[src/rtl/magnetron_sched.sv]
// magnetron_sched: slow-PWM duty-cycle scheduler for the magnetron, with
// fan / turntable / lamp sequencing, door interlock and fan overrun.
// Optional feature macro: MAG_SOFTSTART_EN (first window after IDLE is
// forced to the low duty cycle).
module magnetron_sched #(
    parameter int TICK_CYCLES   = 100_000_000,
    parameter int PERIOD_S      = 10,
    parameter int ON_LO         = 3,
    parameter int ON_MID        = 6,
    parameter int FAN_OVERRUN_S = 3
) (
    input  logic       clock,
    input  logic       reset,
    input  logic       run,
    input  logic       porta,
    input  logic [3:0] pot,
    output logic       magnetron,
    output logic       fan,
    output logic       turntable,
    output logic       lamp,
    output logic       window_start,
    output logic       pot_err
);

    localparam int PW = (TICK_CYCLES > 1) ? $clog2(TICK_CYCLES) : 1;
    localparam logic [PW-1:0] TICK_LAST = PW'(TICK_CYCLES - 1);
    localparam logic [7:0] PERIOD_8 = 8'(PERIOD_S);
    localparam logic [7:0] ON_LO_8  = 8'(ON_LO);
    localparam logic [7:0] ON_MID_8 = 8'(ON_MID);
    localparam logic [7:0] FAN_8    = 8'(FAN_OVERRUN_S);

`ifdef MAG_SOFTSTART_EN
    localparam logic SOFTSTART = 1'b1;
`else
    localparam logic SOFTSTART = 1'b0;
`endif

    typedef enum logic [1:0] {
        IDLE     = 2'd0,
        HEAT_ON  = 2'd1,
        HEAT_OFF = 2'd2,
        OVERRUN  = 2'd3
    } state_t;

    // True for the three recognised power codes.
    function automatic logic pot_valid_f(input logic [3:0] code);
        case (code)
            4'hA, 4'hB, 4'hC: pot_valid_f = 1'b1;
            default:          pot_valid_f = 1'b0;
        endcase
    endfunction

    // Magnetron-on ticks per window for a power code (0 for invalid codes).
    function automatic logic [7:0] on_ticks_f(input logic [3:0] code);
        case (code)
            4'hA:    on_ticks_f = ON_LO_8;
            4'hB:    on_ticks_f = ON_MID_8;
            4'hC:    on_ticks_f = PERIOD_8;
            default: on_ticks_f = 8'd0;
        endcase
    endfunction

    state_t        state_q, state_d;
    logic [PW-1:0] presc_q, presc_d;
    logic [7:0]    sec_q, sec_d;
    logic [7:0]    ovr_q, ovr_d;
    logic [3:0]    pot_q, pot_d;
    logic          err_q, err_d;
    logic          soft_q, soft_d;
    logic          ws_q, ws_d;
    logic          mag_q, mag_d;
    logic          fan_q, fan_d;
    logic          turn_q, turn_d;
    logic          lamp_q, lamp_d;

    logic          tick_s;
    logic          go_s;
    logic          start_s;
    logic [7:0]    on_ticks_s;
    logic [7:0]    on_new_s;
    logic [7:0]    sec_inc_s;
    logic [7:0]    ovr_inc_s;

    // Next-state, counter and registered-output computation.
    always_comb begin
        state_d    = state_q;
        presc_d    = presc_q;
        sec_d      = sec_q;
        ovr_d      = ovr_q;
        pot_d      = pot_q;
        err_d      = err_q;
        soft_d     = soft_q;
        ws_d       = 1'b0;
        start_s    = 1'b0;
        on_new_s   = 8'd0;
        tick_s     = (presc_q == TICK_LAST);
        go_s       = run & ~porta;
        on_ticks_s = soft_q ? ON_LO_8 : on_ticks_f(pot_q);
        sec_inc_s  = sec_q + 8'd1;
        ovr_inc_s  = ovr_q + 8'd1;

        // Prescaler free-runs in every state; window start clears it below.
        if (tick_s) begin
            presc_d = '0;
        end else begin
            presc_d = presc_q + PW'(1'b1);
        end

        case (state_q)
            IDLE: begin
                if (go_s) begin
                    start_s = 1'b1;
                    soft_d  = SOFTSTART;
                end else begin
                    state_d = IDLE;
                end
            end
            HEAT_ON, HEAT_OFF: begin
                if (!go_s) begin
                    // Stop wins over any simultaneous tick or window event.
                    state_d = OVERRUN;
                    ovr_d   = 8'd0;
                end else if (tick_s) begin
                    if (sec_inc_s == PERIOD_8) begin
                        start_s = 1'b1;
                        soft_d  = 1'b0;
                    end else begin
                        sec_d = sec_inc_s;
                        if ((state_q == HEAT_ON) && (sec_inc_s == on_ticks_s)) begin
                            state_d = HEAT_OFF;
                        end else begin
                            state_d = state_q;
                        end
                    end
                end else begin
                    state_d = state_q;
                end
            end
            OVERRUN: begin
                if (go_s) begin
                    // Restart from overrun is never a soft start.
                    start_s = 1'b1;
                    soft_d  = 1'b0;
                end else if (tick_s) begin
                    if (ovr_inc_s == FAN_8) begin
                        state_d = IDLE;
                        ovr_d   = 8'd0;
                    end else begin
                        ovr_d = ovr_inc_s;
                    end
                end else begin
                    state_d = OVERRUN;
                end
            end
            default: begin
                state_d = IDLE;
            end
        endcase

        // Common window-start action: latch pot and restart the window.
        if (start_s) begin
            presc_d  = '0;
            sec_d    = 8'd0;
            pot_d    = pot;
            err_d    = ~pot_valid_f(pot);
            ws_d     = 1'b1;
            on_new_s = soft_d ? ON_LO_8 : on_ticks_f(pot);
            if (on_new_s != 8'd0) begin
                state_d = HEAT_ON;
            end else begin
                state_d = HEAT_OFF;
            end
        end else begin
            on_new_s = 8'd0;
        end

        mag_d  = (state_d == HEAT_ON);
        fan_d  = (state_d != IDLE);
        turn_d = (state_d == HEAT_ON) || (state_d == HEAT_OFF);
        lamp_d = (state_d == HEAT_ON) || (state_d == HEAT_OFF);
    end

    // State, counters and output registers with synchronous reset.
    always_ff @(posedge clock) begin
        if (reset) begin
            state_q <= IDLE;
            presc_q <= '0;
            sec_q   <= 8'd0;
            ovr_q   <= 8'd0;
            pot_q   <= 4'hA;
            err_q   <= 1'b0;
            soft_q  <= 1'b0;
            ws_q    <= 1'b0;
            mag_q   <= 1'b0;
            fan_q   <= 1'b0;
            turn_q  <= 1'b0;
            lamp_q  <= 1'b0;
        end else begin
            state_q <= state_d;
            presc_q <= presc_d;
            sec_q   <= sec_d;
            ovr_q   <= ovr_d;
            pot_q   <= pot_d;
            err_q   <= err_d;
            soft_q  <= soft_d;
            ws_q    <= ws_d;
            mag_q   <= mag_d;
            fan_q   <= fan_d;
            turn_q  <= turn_d;
            lamp_q  <= lamp_d;
        end
    end

    // Door and reset gate the magnetron combinationally; lamp follows the door.
    assign magnetron    = mag_q & ~porta & ~reset;
    assign lamp         = lamp_q | porta;
    assign fan          = fan_q;
    assign turntable    = turn_q;
    assign window_start = ws_q;
    assign pot_err      = err_q;

endmodule

[config.mk]
export PLATFORM = sky130hd
export DESIGN_NAME = magnetron_sched
export DESIGN_NICKNAME = d
export VERILOG_FILES = /design/src/rtl/magnetron_sched.sv
export SDC_FILE = /design/constraint.sdc
export NUM_CORES = 1
export LEC_CHECK = 0
export ABC_AREA = 1
export CAP_MARGIN = 0
export CORE_MARGIN = 3
export CORE_UTILIZATION = 55
export CTS_CLUSTER_DIAMETER = 30
export CTS_CLUSTER_SIZE = 28
export DETAILED_ROUTE_END_ITERATION = 10
export GPL_TIMING_DRIVEN = 0
export PLACE_DENSITY = 0.8
export RECOVER_POWER = 25
export SETUP_SLACK_MARGIN = 0.02
export SLEW_MARGIN = 20
export SYNTH_ARGS = -nofsm -noshare
export SYNTH_HDL_FRONTEND = slang
export SYNTH_SLANG_ARGS = --single-unit
[constraint.sdc]
create_clock -name clock -period 6.15 [get_ports clock]
set_clock_uncertainty 0.1 [all_clocks]
set_input_delay 1.5375 -clock clock [delete_from_list [all_inputs] [get_ports clock]]
set_output_delay 1.5375 -clock clock [all_outputs]
set_load 0.01 [all_outputs]
==> results of run 1 <==
[layer usage]
layer,up-vias,GRT usage [%],wire length (µm)
met3,4,2.77,146
li1,1471,-,-
met4,0,4.22,44
met2,38,33.7,2830
met1,1267,27.7,3080
met5,-,0,0
[state kept, by name, summed over array words and instances, names as in the netlist]
name / count
presc_q: 27
ovr_q: 8
sec_q: 8
pot_q: 4
state_q: 2
fan: 1
lamp_q: 1
mag_q: 1
pot_err: 1
soft_q: 1
window_start: 1
[power breakdown]
group | internal, µW | switching [µW] | total (µW)
Combinational | 26.0 | 38.9 | 64.9
Clock | 103 | 115 | 218
Sequential | 363 | 4.21 | 367
[cells in the mapped netlist, types with 2 or more instances]
library cell,count,area share [%]
nor2_2,3,0.61
nand2_2,2,0.40
or2_2,6,1.2
buf_6,2,0.73
nor4_1,2,0.40
xor2_1,11,3.1
nand2_1,101,12
xnor2_1,2,0.57
inv_1,57,6.9
dfxtp_1,55,36
nand4_1,9,1.8
o21ai_1,2,0.32
nand3_2,3,0.97
or2_0,2,0.40
nor3_1,14,2.3
inv_2,3,0.36
ha_1,10,4.0
nor3_4,3,1.6
nand3_1,32,5.2
nor3_2,3,0.97
a21oi_1,30,4.8
o21ai_0,12,1.9
nor2_1,54,6.5
nor3b_1,5,1.2
o22ai_1,2,0.40
[cell families after synthesis]
| family | after synthesis | synth area share (%) |
|---|---|---|
| XOR/XNOR | 13 | 3.68 |
| buffers and inverters | 65 | 8.48 |
| AND/OR/NAND/NOR | 246 | 39.2 |
| AO/OA/AOI/OAI | 52 | 9.09 |
| flip-flops | 55 | 35.5 |
| adder cells (fa/ha/maj) | 10 | 4.04 |
[worst max-delay path by stage]
stage | depth (start not counted) | endpoint | startpoint | slack, ns
after floorplan | 2 | magnetron | reset | 2.60
after global placement | 4 | magnetron | reset | 1.40
after detailed placement | 4 | magnetron | reset | 1.40
after CTS | 4 | magnetron | reset | 1.38
after global routing | 4 | magnetron | reset | 1.27
final | 4 | magnetron | reset | 1.39
[placed cells by master (no fill, tap or decap), types with 2 or more instances in the layout]
master / count
ha_1: 10
o22ai_1: 2
clkbuf_8: 7
o21ai_0: 12
xnor2_1: 2
inv_2: 3
inv_1: 57
o21ai_1: 2
dlygate4sd3_1: 5
clkdlybuf4s50_1: 8
nand2_1: 103
nand4_1: 9
nand3_2: 3
dfxtp_1: 55
buf_6: 2
nor4_1: 2
or2_0: 2
nor3_4: 3
xor2_1: 11
or2_2: 6
a21oi_1: 30
nor3_1: 14
nor3b_1: 5
nor2_1: 54
nor3_2: 3
nor2_2: 3
nand3_1: 32
[metrics by stage]
stage	setup WS (ns)	power (µW)	area, µm²
global placement	1.40	441	3320
CTS	1.38	657	3420
floorplan	2.60	419	3100
detailed placement	1.40	443	3320
global route	1.27	679	3410
finish	1.39	650	3410
[area by class of cell]
type | count | area [µm²]
Inverter | 61 | 230
Clock inverter | 1 | 7.51
Sequential cell | 55 | 1100
Clock buffer | 7 | 96.3
Timing Repair Buffer | 13 | 130
Tap cell | 70 | 87.6
Fill cell | 480 | 1860
Multi-Input combinational cell | 321 | 1720
Buffer | 4 | 31.3
==> summary.txt, run 1 <==
final hold violation count: 0
diode count: 0
Tcrit/Tclk final: 77.4%
CTS Root Cell: clkbuf_8
layout cell share with drive strength beyond 1: 8.87%
drt drc: 0
CP Capture Type: primary output
Peak supply drop: 0.104 mV
startpoint types: input pin
Routed Antenna Nets: 0
crit-path cells: clkdlybuf4s50_1, clkbuf_1, nor2_1, clkdlybuf4s50_1
Post-synth ARST share: 0%
site row count: 26
CTS Buf Count: 5
Post-CTS Setup Bufs: 0
Final TNS setup: 0 ns
Final HPWL DP: 4600 µm
FF-to-FF End: presc_q[15]
cell mode on critical path: clkdlybuf4s50_1
Max Cap Violations: 0
Non-Filler Instances: 532
slowest cell on the critical path: clkdlybuf4s50_1
Iteration-0 DRC Markers: 219
gr usage total: 20.1%
via count: 2780
Yosys reg bits: 55
post-layout util: 64.7%
core area: 0.00527 mm²
drt pass-1 iters: 4
worst skew pair latency: 0.30 ns
I/O Buffers: 13
clk slew on worst S/H paths: 0.10 ns
Clock Sinks: 55
RSZ-0062 raised after global routing: no
post-cts repair resize count: 0
Layout Area Growth over Synthesis: 10.0%
Post-Syn Instances: 441
Crit path required time: 4.51 ns
number of global-route vias before repair: 2530
largest net degree at the start of global routing: 17
LEAKAGE: 0.00135 µW
RR Startpoint: sec_q[0]
Vert. Die Dim: 81.1 µm
synth unique cells: 41
min-delay src: presc_q[0]
pwr/cell area: 191 mW/mm²
CP max FO: 10
Vias/cell: 5.23
Synth Cell Area: 0.00310 mm²
IO Pins: 14
Synthesis Warnings: 0
post-cts hold buffer count: 0
Die Wd: 81.1 µm
Arr. time, crit path: 3.12 ns
Hold Path Sink: presc_q[0]
H-tree depth: 2
Nets: 479
CTS tree: done
worst min path class: reg2reg
Worst Max-Slew Pin Slew: 0.591 ns
first-pass GRT wire length: 10800 µm
min cycle time layout: 4.76 ns
global route total overflow: 0
outcome: complete, no violations
Setup Viol. Count Final: 0
hold path depth: 1
final max-slew violation count: 0
post-synthesis sequential area ratio: 35.5%
slowest stage delay, CP: 0.60 ns
Max clock buf depth: 2
DIE AREA: 0.00657 mm²
worst hold slack: 0.347 ns
Initial Util: 58.8%
f_max: 0.210 GHz
critical path's top delay family: buffers and inverters
syn nets: 459
Synth Flop Type: dfxtp_1
R2R setup slack: 2.92 ns
placed insts: 524
reg2reg path depth: 15
Mean Syn Cell Area: 7.02 µm²
initial antenna violation count: 0
Rel. slew slack: 60.3%
EDFF count, synth: 0
routability cong.: 0.897
Crit Path Category: in2out
wirelength, routed: 6110 µm
Worst Path Buf+Inv: 3
WL/cell: 11.5 µm
(Power assumes the default switching activity.)
==> run 2: changes to the inputs <==
==> constraint.sdc (replaced) <==
create_clock -name clock -period 4.5 [get_ports clock]
set_clock_uncertainty 0.1 [all_clocks]
set_input_delay 1.125 -clock clock [delete_from_list [all_inputs] [get_ports clock]]
set_output_delay 1.125 -clock clock [all_outputs]
set_load 0.01 [all_outputs]
==> results of run 2 <==
Same layout as run 1 (identical final DEF). Status: complete, no violations.
Main changes from that run: setup slack after placement 1.40 ns -> 0.572 ns; setup slack after layout 1.39 ns -> 0.567 ns; register-to-register setup slack 2.92 ns -> 1.27 ns; total power 650 µW -> 888 µW; worst IR drop on VDD 0.104 mV -> 0.142 mV
